<file path="src/rtl/reg_scoreboard_pkg.sv">
// Shared CPU constants and types used by the register scoreboard.
package reg_scoreboard_pkg;

  localparam int unsigned REG_ADDR_W    = 5;
  localparam int unsigned NUM_ARCH_REGS = 32;
  localparam int unsigned SB_CNT_W      = 2;

  typedef logic [REG_ADDR_W-1:0] reg_addr_t;

endpackage

</file>
<file path="src/rtl/reg_scoreboard_if.sv">
// Decode, writeback and kill signals between the pipeline and the scoreboard.
interface reg_scoreboard_if;
  import reg_scoreboard_pkg::*;

  logic                     issue_valid;
  reg_addr_t                src_a;
  logic                     src_a_used;
  reg_addr_t                src_b;
  logic                     src_b_used;
  logic                     dest_valid;
  reg_addr_t                dest_addr;
  logic                     stall;
  logic                     issue_fire;
  logic                     retire_en;
  reg_addr_t                retire_addr;
  logic                     kill_en;
  reg_addr_t                kill_addr;
  logic [NUM_ARCH_REGS-1:0] busy_mask;
  logic                     err_underflow;
  logic                     err_overflow;
  logic                     err_clear;

  modport master (
    output issue_valid, src_a, src_a_used, src_b, src_b_used, dest_valid, dest_addr,
    output retire_en, retire_addr, kill_en, kill_addr, err_clear,
    input  stall, issue_fire, busy_mask, err_underflow, err_overflow
  );

  modport slave (
    input  issue_valid, src_a, src_a_used, src_b, src_b_used, dest_valid, dest_addr,
    input  retire_en, retire_addr, kill_en, kill_addr, err_clear,
    output stall, issue_fire, busy_mask, err_underflow, err_overflow
  );

endinterface

</file>
<file path="src/rtl/reg_scoreboard_sb_counter.sv">
// Saturating pending-write counter: +inc, -dec (0..2), with clamp error pulses.
module reg_scoreboard_sb_counter #(
  parameter int unsigned CntW = 2
) (
  input  logic            clk,
  input  logic            rst_n,
  input  logic            inc_i,
  input  logic [1:0]      dec_i,
  output logic [CntW-1:0] count_o,
  output logic            underflow_o,
  output logic            overflow_o
);

  localparam logic signed [CntW+1:0] MaxS = {2'b00, {CntW{1'b1}}};

  logic [CntW-1:0]        count_q, count_d;
  logic signed [CntW+1:0] sum;

  always_comb begin
    sum = $signed({2'b00, count_q}) + $signed({{(CntW+1){1'b0}}, inc_i})
          - $signed({{CntW{1'b0}}, dec_i});
    underflow_o = sum < 0;
    overflow_o  = sum > MaxS;
    count_d     = sum[CntW-1:0];
    if (underflow_o) begin
      count_d = '0;
    end else if (overflow_o) begin
      count_d = '1;
    end
  end

  always_ff @(posedge clk or negedge rst_n) begin
    if (!rst_n) begin
      count_q <= '0;
    end else begin
      count_q <= count_d;
    end
  end

  assign count_o = count_q;

endmodule

</file>
<file path="src/rtl/reg_scoreboard.sv">
// Per-register pending-write scoreboard; stalls decode on RAW hazards and full counters.
module reg_scoreboard
  import reg_scoreboard_pkg::*;
#(
  parameter int unsigned CntW  = SB_CNT_W,
  parameter int unsigned NRegs = NUM_ARCH_REGS
) (
  input  logic            clk,
  input  logic            rst_n,
  reg_scoreboard_if.slave sb
);

  localparam logic [CntW-1:0] CntMax = '1;

  logic [CntW-1:0]  count [NRegs];
  logic [CntW-1:0]  eff   [NRegs];
  logic [NRegs-1:0] uf, of;
  logic             src_hazard, dest_full, stall, issue_fire;
  logic             err_underflow_q, err_underflow_d;
  logic             err_overflow_q, err_overflow_d;

  for (genvar r = 0; r < NRegs; r++) begin : g_reg
    if (r == 0) begin : g_zero
      assign count[r] = '0;
      assign eff[r]   = '0;
      assign uf[r]    = 1'b0;
      assign of[r]    = 1'b0;
    end else begin : g_track
      logic       ret_hit, kill_hit, inc;
      logic [1:0] rel;

      assign ret_hit  = sb.retire_en && (sb.retire_addr == reg_addr_t'(r));
      assign kill_hit = sb.kill_en && (sb.kill_addr == reg_addr_t'(r));
      assign rel      = {1'b0, ret_hit} + {1'b0, kill_hit};
      assign inc      = issue_fire && sb.dest_valid && (sb.dest_addr == reg_addr_t'(r));
      // Retire is bypassed: a write landing this cycle is already readable.
      assign eff[r]   = ({2'b00, count[r]} > {{CntW{1'b0}}, rel}) ?
                        count[r] - CntW'(rel) : '0;

      reg_scoreboard_sb_counter #(
        .CntW (CntW)
      ) u_cnt (
        .clk         (clk),
        .rst_n       (rst_n),
        .inc_i       (inc),
        .dec_i       (rel),
        .count_o     (count[r]),
        .underflow_o (uf[r]),
        .overflow_o  (of[r])
      );
    end
  end

  for (genvar i = 0; i < NUM_ARCH_REGS; i++) begin : g_busy
    if (i < NRegs) begin : g_live
      assign sb.busy_mask[i] = |count[i];
    end else begin : g_none
      assign sb.busy_mask[i] = 1'b0;
    end
  end

  always_comb begin
    src_hazard = (sb.src_a_used && (eff[sb.src_a] != '0)) ||
                 (sb.src_b_used && (eff[sb.src_b] != '0));
    dest_full  = sb.dest_valid && (sb.dest_addr != '0) && (eff[sb.dest_addr] == CntMax);
    stall      = sb.issue_valid && (src_hazard || dest_full);
    issue_fire = sb.issue_valid && !stall;
  end

  assign sb.stall      = stall;
  assign sb.issue_fire = issue_fire;

  // A new error in the clearing cycle wins over the clear.
  always_comb begin
    err_underflow_d = (err_underflow_q && !sb.err_clear) || (|uf);
    err_overflow_d  = (err_overflow_q && !sb.err_clear) || (|of);
  end

  always_ff @(posedge clk or negedge rst_n) begin
    if (!rst_n) begin
      err_underflow_q <= 1'b0;
      err_overflow_q  <= 1'b0;
    end else begin
      err_underflow_q <= err_underflow_d;
      err_overflow_q  <= err_overflow_d;
    end
  end

  assign sb.err_underflow = err_underflow_q;
  assign sb.err_overflow  = err_overflow_q;

endmodule

</file>
<file path="src/flat_wrapper.sv">
// flat-port wrapper written by rule: the top's interface ports become plain ports
module reg_scoreboard_flat import reg_scoreboard_pkg::*;
#(
  parameter int unsigned CntW  = SB_CNT_W,
  parameter int unsigned NRegs = NUM_ARCH_REGS
)
  (clk, rst_n, sb_issue_valid, sb_src_a, sb_src_a_used, sb_src_b, sb_src_b_used, sb_dest_valid, sb_dest_addr, sb_retire_en, sb_retire_addr, sb_kill_en, sb_kill_addr, sb_err_clear, sb_stall, sb_issue_fire, sb_busy_mask, sb_err_underflow, sb_err_overflow);
  reg_scoreboard_if sb_i ();
  input  logic clk;
  input  logic rst_n;
  input wire logic [$bits(sb_i.issue_valid)-1:0] sb_issue_valid;
  input wire logic [$bits(sb_i.src_a)-1:0] sb_src_a;
  input wire logic [$bits(sb_i.src_a_used)-1:0] sb_src_a_used;
  input wire logic [$bits(sb_i.src_b)-1:0] sb_src_b;
  input wire logic [$bits(sb_i.src_b_used)-1:0] sb_src_b_used;
  input wire logic [$bits(sb_i.dest_valid)-1:0] sb_dest_valid;
  input wire logic [$bits(sb_i.dest_addr)-1:0] sb_dest_addr;
  input wire logic [$bits(sb_i.retire_en)-1:0] sb_retire_en;
  input wire logic [$bits(sb_i.retire_addr)-1:0] sb_retire_addr;
  input wire logic [$bits(sb_i.kill_en)-1:0] sb_kill_en;
  input wire logic [$bits(sb_i.kill_addr)-1:0] sb_kill_addr;
  input wire logic [$bits(sb_i.err_clear)-1:0] sb_err_clear;
  output wire logic [$bits(sb_i.stall)-1:0] sb_stall;
  output wire logic [$bits(sb_i.issue_fire)-1:0] sb_issue_fire;
  output wire logic [$bits(sb_i.busy_mask)-1:0] sb_busy_mask;
  output wire logic [$bits(sb_i.err_underflow)-1:0] sb_err_underflow;
  output wire logic [$bits(sb_i.err_overflow)-1:0] sb_err_overflow;
  assign sb_i.issue_valid = sb_issue_valid;
  assign sb_i.src_a = sb_src_a;
  assign sb_i.src_a_used = sb_src_a_used;
  assign sb_i.src_b = sb_src_b;
  assign sb_i.src_b_used = sb_src_b_used;
  assign sb_i.dest_valid = sb_dest_valid;
  assign sb_i.dest_addr = sb_dest_addr;
  assign sb_i.retire_en = sb_retire_en;
  assign sb_i.retire_addr = sb_retire_addr;
  assign sb_i.kill_en = sb_kill_en;
  assign sb_i.kill_addr = sb_kill_addr;
  assign sb_i.err_clear = sb_err_clear;
  assign sb_stall = sb_i.stall;
  assign sb_issue_fire = sb_i.issue_fire;
  assign sb_busy_mask = sb_i.busy_mask;
  assign sb_err_underflow = sb_i.err_underflow;
  assign sb_err_overflow = sb_i.err_overflow;
  reg_scoreboard #(.CntW(CntW), .NRegs(NRegs)) u_core (.clk(clk), .rst_n(rst_n), .sb(sb_i));
endmodule
</file>
<file path="config.mk">
export PLATFORM = sky130hd
export DESIGN_NAME = reg_scoreboard_flat
export DESIGN_NICKNAME = d
export VERILOG_FILES = /design/src/rtl/reg_scoreboard_pkg.sv /design/src/rtl/reg_scoreboard_if.sv /design/src/rtl/reg_scoreboard_sb_counter.sv /design/src/rtl/reg_scoreboard.sv /design/src/flat_wrapper.sv
export SDC_FILE = /design/constraint.sdc
export NUM_CORES = 1
export LEC_CHECK = 0
export CAP_MARGIN = 10
export CORE_ASPECT_RATIO = 0.8
export CORE_UTILIZATION = 35
export DETAILED_ROUTE_END_ITERATION = 7
export HOLD_SLACK_MARGIN = 0.15
export PLACE_DENSITY = 0.55
export SYNTH_ARGS = -nofsm -noshare
export SYNTH_HDL_FRONTEND = slang
export SYNTH_HIERARCHICAL = 1
export SYNTH_SLANG_ARGS = --single-unit
export TNS_END_PERCENT = 5
</file>
<file path="constraint.sdc">
create_clock -name clk -period 4.55 [get_ports clk]
set_clock_uncertainty 0.1 [all_clocks]
set_input_delay 0.91 -clock clk [delete_from_list [all_inputs] [get_ports clk]]
set_output_delay 0.91 -clock clk [all_outputs]
set_load 0.1 [all_outputs]
</file>
Word-level counts from Yosys, hierarchy flattened
Cells that the tools add are included.

word-level totals
  register bits = 64
  word-level logic and storage cells = 596
  input port bits = 34

cells by class
  $add $sub $neg = 124
  bitwise logic cells = 3
  muxes and demuxes = 102
  $lt $le $gt $ge = 96
  reduce and logical (&&, ||, !) cells = 144
  eq/ne operators = 94

operators with widths
  operator                                                                          number
  5-bit == test (second input constant)                                             48
  2-bit 2-to-1 mux                                                                  99
  4-bit by 3-bit greater-than comparator with 1-bit output (second input constant)  31
  4-bit by 1-bit < comparator with 1-bit output (second input constant)             31
  3-bit by 2-bit subtractor with 4-bit output                                       31
  5-bit by 4-bit == test with 1-bit output (second input constant)                  24
  1-bit logical AND                                                                 102
  2-bit by 1-bit adder with 3-bit output                                            31
  1-bit by 1-bit adder with 2-bit output                                            31
  2-bit greater-than comparator                                                     31
  2-bit OR reduction                                                                31
  31-bit OR reduction                                                               2
  2-bit subtractor                                                                  31
  5-bit by 3-bit == test with 1-bit output (second input constant)                  12
  2-bit binary-select mux with 5-bit select                                         3
  5-bit by 2-bit == test with 1-bit output (second input constant)                  6
  6-bit >= comparator (second input constant)                                       3
  5-bit NOT with 6-bit output                                                       3
  5-bit by 1-bit == test with 1-bit output (second input constant)                  3
  5-bit nonzero test                                                                1
  1-bit logical OR                                                                  4
  2-bit nonzero test                                                                2
  2-bit == test (second input constant)                                             1
  1-bit zero test                                                                   2

Logic depth before layout (Yosys ltp)
  word-level depth = 22
  depth in mapped cells = 22

By module
The synthesis kept the hierarchy.

modules (own cells, without submodules)
  module                     area each (um2)  seq. area each (um2)  cells each  instances
  reg_scoreboard_sb_counter  210.2            50.0                  22          31
  reg_scoreboard             5034.8           50.0                  686         1

Least setup slack after synthesis
Ideal clock, no wire load.

  path type = input to output
  start = input port sb_retire_addr[1]
  end = output port sb_issue_fire
  stages = 14
  path slack = -3.005 ns
  data required time = 3.540 ns
  arrival = 6.545 ns
  path buffers = 1
  path through = or2_2 clkbuf_1 nor2_1 ha_1 ha_1 inv_1 fa_1 nand2b_1 a21oi_1 a2111oi_0 a31oi_1 a311oi_2 a311oi_4 nor4b_1

between the ends
  cells in the longest elaborated chain, start to end = 15

ends and longest elaborated chain
  element                                                            RTL line                                    RTL
  from (decl)                                                        flat_wrapper.sv:19                          input wire logic [$bits(sb_i.retire_addr)-1:0] sb_retire_addr;
  5-bit == test *                                                    reg_scoreboard.sv:32                        assign ret_hit = sb.retire_en && (sb.retire_addr == reg_addr_t'(r));
  1-bit logical AND *                                                reg_scoreboard.sv:32
  1-bit by 1-bit adder with 2-bit output *                           reg_scoreboard.sv:34                        assign rel = {1'b0, ret_hit} + {1'b0, kill_hit};
  net u_core.g_reg[20].g_track.rel[0]                                reg_scoreboard.sv:30                        logic [1:0] rel;
  2-bit subtractor or 2-bit greater-than comparator (tied branches)  reg_scoreboard.sv:38, reg_scoreboard.sv:37
  2-bit 2-to-1 mux *                                                 reg_scoreboard.sv:37                        assign eff[r] = ({2'b00, count[r]} > {{CntW{1'b0}}, rel}) ?
  2-bit binary-select mux with 5-bit select (on tied branches)       reg_scoreboard.sv:63, reg_scoreboard.sv:64
  2-bit 2-to-1 mux (on tied branches) (2 in series)                  reg_scoreboard.sv:63, reg_scoreboard.sv:64
  2-bit nonzero test (on tied branches)                              reg_scoreboard.sv:63, reg_scoreboard.sv:64
  1-bit logical AND (on tied branches)                               reg_scoreboard.sv:63, reg_scoreboard.sv:64
  1-bit logical OR                                                   reg_scoreboard.sv:63                        src_hazard = (sb.src_a_used && (eff[sb.src_a] != '0)) ||
  1-bit logical OR *                                                 reg_scoreboard.sv:66                        stall = sb.issue_valid && (src_hazard || dest_full);
  1-bit logical AND *                                                reg_scoreboard.sv:66
  1-bit zero test *                                                  reg_scoreboard.sv:67                        issue_fire = sb.issue_valid && !stall;
  1-bit logical AND *                                                reg_scoreboard.sv:67
  to (decl)                                                          flat_wrapper.sv:24                          output wire logic [$bits(sb_i.issue_fire)-1:0] sb_issue_fire;

Mark *: on every way through the listed nets, which the timed path passes. The rest lies on a longest branch. The select of a mux whose other input is x is not followed.

Worst setup path after layout
  start = input port sb_retire_en
  end = register u_core.err_overflow_q (netlist: u_core/sb.err_overflow)

between the ends
  cells in the longest elaborated chain, start to end = 21

ends and longest elaborated chain
  element                                                            RTL line                                    RTL
  from (decl)                                                        flat_wrapper.sv:18                          input wire logic [$bits(sb_i.retire_en)-1:0] sb_retire_en;
  1-bit logical AND *                                                reg_scoreboard.sv:32
  1-bit by 1-bit adder with 2-bit output *                           reg_scoreboard.sv:34
  net u_core.g_reg[31].g_track.rel[0]                                reg_scoreboard.sv:30
  2-bit subtractor or 2-bit greater-than comparator (tied branches)  reg_scoreboard.sv:38, reg_scoreboard.sv:37
  2-bit 2-to-1 mux *                                                 reg_scoreboard.sv:37
  2-bit binary-select mux with 5-bit select (on tied branches)       reg_scoreboard.sv:63, reg_scoreboard.sv:64
  2-bit 2-to-1 mux (on tied branches) (2 in series)                  reg_scoreboard.sv:63, reg_scoreboard.sv:64
  2-bit nonzero test (on tied branches)                              reg_scoreboard.sv:63, reg_scoreboard.sv:64
  [8 not listed]                                                     n/a
  net u_core.g_reg[7].g_track.inc                                    reg_scoreboard.sv:29                        logic ret_hit, kill_hit, inc;
  2-bit by 1-bit adder with 3-bit output *                           reg_scoreboard_sb_counter.sv:20             sum = $signed({2'b00, count_q}) + $signed({{(CntW+1){1'b0}}, inc_i})
  3-bit by 2-bit subtractor with 4-bit output *                      reg_scoreboard_sb_counter.sv:21             - $signed({{CntW{1'b0}}, dec_i});
  4-bit by 3-bit greater-than comparator with 1-bit output *         reg_scoreboard_sb_counter.sv:23             overflow_o = sum > MaxS;
  net u_core.of[7]                                                   reg_scoreboard.sv:17                        logic [NRegs-1:0] uf, of;
  31-bit OR reduction *                                              reg_scoreboard.sv:76                        err_overflow_d = (err_overflow_q && !sb.err_clear) || (|of);
  1-bit logical OR *                                                 reg_scoreboard.sv:76
  net u_core.err_overflow_d                                          reg_scoreboard.sv:20                        logic err_overflow_q, err_overflow_d;
  to (signal assigned)                                               reg_scoreboard.sv:85                        err_overflow_q <= err_overflow_d;
  to (decl)                                                          reg_scoreboard.sv:20

Marked as above.

==> insert_results.sql <==
INSERT INTO impl_metrics (metric_group, metric, value, unit) VALUES
('timing', 'maxClockFrequency', '169', 'MHz'),
('finish', 'design.final.nets', '2195', ''),
('run_status', 'violations', 'negative setup slack', ''),
('die', 'start_util', '0.356', ''),
('clock_tree', 'ctsLongestPathBuffers', '2', ''),
('synth', 'library_cell_occupying_the_most_area_in_the_post_synthesis_netlist', 'ha_1', ''),
('clock_tree', 'cts.hold.buffers_added', '0', ''),
('clock_tree', 'cts_root_buffer', 'clkbuf_16', ''),
('route', 'via_count', '12100', ''),
('synth', 'yosys.cell_types.count', '68', ''),
('route', 'route.met3.wl', '3320', 'microns'),
('finish', 'area.growth.synth_to_final', '58.6', '%'),
('global_routing', 'grt_pass1_vias', '12600', ''),
('power_and_ir_drop', 'cellPowerDensity', '414', 'mW/mm^2'),
('placed_design', 'gpl.final_weighted_congestion', '0.932', ''),
('clock_tree', 'clock_sink_count', '64', ''),
('power_and_ir_drop', 'leakagePower', '8.10', 'nW'),
('finish', 'mostFrequentLayoutCell', 'buf_4', ''),
('run_status', 'outcome', 'complete, but fails checks', ''),
('timing', 'hold_viol', '0', ''),
('critical_path', 'timing.critical_path.from_type', 'primary input', ''),
('route', 'top_signal_layer_used', 'met4', ''),
('power_and_ir_drop', 'ir_worst_vdd', '0.223', 'mV'),
('placed_design', 'dpl.cell_count', '2264', ''),
('critical_path', 'critPathMostFrequentCell', 'buf_6', ''),
('finish', 'fin_util', '0.564', ''),
('critical_path', 'end_kind', 'flop', ''),
('placed_design', 'numPortBuffers', '68', ''),
('critical_path', 'worst_path_largest_cell_delay', '0.54', 'ns'),
('die', 'row_count', '59', ''),
('clock_tree', 'cts-htree-levels', '3', ''),
('die', 'core_region_area', '0.0325', 'sq mm'),
('synth', 'synth-edff-count', '0', ''),
('synth', 'register_bit_total_from_synthesis', '64', ''),
('clock_tree', 'tritoncts', 'yes', ''),
('timing', 'setup_viol_count_final', '66', ''),
('critical_path', 'critical_path_required', '4.68', 'ns'),
('global_routing', 'number_of_antenna_violations_at_the_first_check_in_global_routing', '0', ''),
('critical_path', 'path_delay_family', 'adder cells', ''),
('clock_tree', 'tritoncts.num_buffers', '9', ''),
('timing', 'final_min_period_over_clock_period', '1.30', ''),
('finish', 'final_cell_mix', 'buf_4 (399), inv_1 (273), ha_1 (145)', ''),
('route', 'drt_iter0_markers', '768', ''),
('critical_path', 'buffers_inverters_on_critical_path', '9', ''),
('finish', 'filler_cell_count', '2886', ''),
('timing', 'setup_slack', '-1.37', 'ns'),
('die', 'die-width', '205', 'microns'),
('critical_path', 'cp_max_fo', '5', ''),
('finish', 'finalNonFillerCells', '2313', ''),
('critical_path', 'crit_slowest_cell', 'mux4_2', ''),
('min_path', 'worst_hold_path_type', 'in -> async', ''),
('synth', 'netlist_area', '0.0116', 'sq mm'),
('placed_design', 'detailed_place_hpwl', '33100', 'microns'),
('timing', 'max_slew.worst_pin.slew', '1.01', 'ns'),
('global_routing', 'pin_count_of_the_biggest_net_entering_global_routing', '65', ''),
('synth', 'synth-seq-area-share', '0.139', ''),
('power_and_ir_drop', 'overall_power_after_layout', '7.60', 'mW'),
('route', 'drt_wl_total', '42500', 'microns'),
('route', 'ant_nets', '0', ''),
('timing', 'slew_violations', '0', ''),
('critical_path', 'worst-setup-path-type', 'in -> reg', ''),
('route', 'met2_wirelength', '19400', 'microns'),
('timing', 'hold-worst-slack', '0.621', 'ns'),
('die', 'floorplan.io_pins', '70', ''),
('global_routing', 'globalRoute.totalOverflow', '0', ''),
('die', 'die_area', '0.0337', 'sq mm'),
('route', 'post_drt_via_cell_ratio', '5.25', ''),
('finish', 'area_of_the_multi_input_gates', '0.0104', 'sq mm'),
('finish', 'antenna-diode-count', '0', ''),
('finish', 'seqCellArea', '0.00160', 'sq mm'),
('synth', 'syn_inst', '1368', '');
==> worst paths after layout <==
| check | from | slack, ns | end | depth (start not counted) |
|---|---|---|---|---|
| min in group clk | u_core/sb.err_underflow | 0.63 | u_core/sb.err_underflow | 3 |
| max in group asynchronous | rst_n | 3.07 | u_core/g_reg[31].g_track.u_cnt/count_o[1] | 1 |
| max reg2reg | u_core/g_reg[27].g_track.u_cnt/count_o[0] | -0.46 | u_core/sb.err_overflow | 21 |
| min reg2reg | u_core/sb.err_underflow | 0.63 | u_core/sb.err_underflow | 3 |
| max | sb_retire_en | -1.37 | u_core/sb.err_overflow | 28 |
| min | rst_n | 0.62 | u_core/g_reg[19].g_track.u_cnt/count_o[0] | 1 |
==> per-layer routing <==
layer  vias up  track usage
met4         0       0.0805
met5         -            0
met1      5879        0.345
li1       5827            -
met2       363        0.421
met3        72       0.0657
==> through the flow <==
step / cell area (sq um) / setup TNS (ns)
after CTS: 18000 / -41.14
after global routing: 18300 / -57.59
after global placement: 16200 / -108.04
after detailed placement: 16200 / -109.60
final: 18300 / -45.44
after floorplan: 11800 / -23.33
==> timing repair <==
action | CTS | global route
resized for setup | 340 | 64
endpoints found under the setup margin | 66 | 66
setup buffers | 47 | 5
pin swaps | 148 | 59
gates cloned | 0 | 0
==> synthesized netlist by cell type (all sizes together), types with 39 or more instances <==
| cell type | count |
|---|---|
| a21oi | 41 |
| nor3 | 39 |
| nor3b | 63 |
| inv | 280 |
| ha | 186 |
| o21ai | 88 |
| fa | 93 |
| a211oi | 69 |
| nand3 | 60 |
| dfrtp | 64 |
| nor2 | 76 |
| a31oi | 46 |
==> sequential cells by signal (all words and copies together) (netlist names) <==
register / cells
u_core/sb.err_underflow: 1
u_core/g.g_track.u_cnt/count_o: 62
u_core/sb.err_overflow: 1
==> cell families (layout without fill, tap and decap cells) <==
kind of cell | Yosys count | after routing | share of synthesized area
adders and majority gates | 279 | 279 | 0.363
and+or+nand+nor | 395 | 395 | 0.194
buffers and inverters | 302 | 820 | 0.102
other | 1 | 1 | 0.000325
DFF | 64 | 64 | 0.139
AOI/OAI and AO/OA | 317 | 317 | 0.183
muxes | 10 | 10 | 0.0187
==> power by group <==
group | internal [mW] | switching [mW] | total, mW
sequential | 0.800 | 0.198 | 0.998
clock | 0.361 | 0.296 | 0.657
combinational | 2.86 | 3.08 | 5.94
total | 4.02 | 3.57 | 7.60
==> area by class of cell <==
type                       count  share of cell area
clock buffer                  10              0.0125
clock inverter                 5             0.00137
inverter                     281              0.0576
multi-input combinational   1002               0.569
sequential                    64              0.0874
tap                          427              0.0292
timing repair buffer         524               0.243
==> worst reg2reg max path: stages (launching register included) <==
cell and delay [ns]:
dfrtp_1 0.41, inv_1 0.12, ha_1 0.15, inv_1 0.05, fa_1 0.49, nor2b_2 0.13
o21ai_1 0.08, mux4_2 0.48, o211ai_1 0.28, a31oi_4 0.12, o31ai_4 0.39, buf_6 0.17
nor3_4 0.06, ha_4 0.19, fa_2 0.39, buf_6 0.14, nand3_2 0.07, o31ai_2 0.07
nor4_2 0.35, buf_4 0.19, nand4_1 0.09, or3_1 0.38
Power figures use the tool's default switching activity.
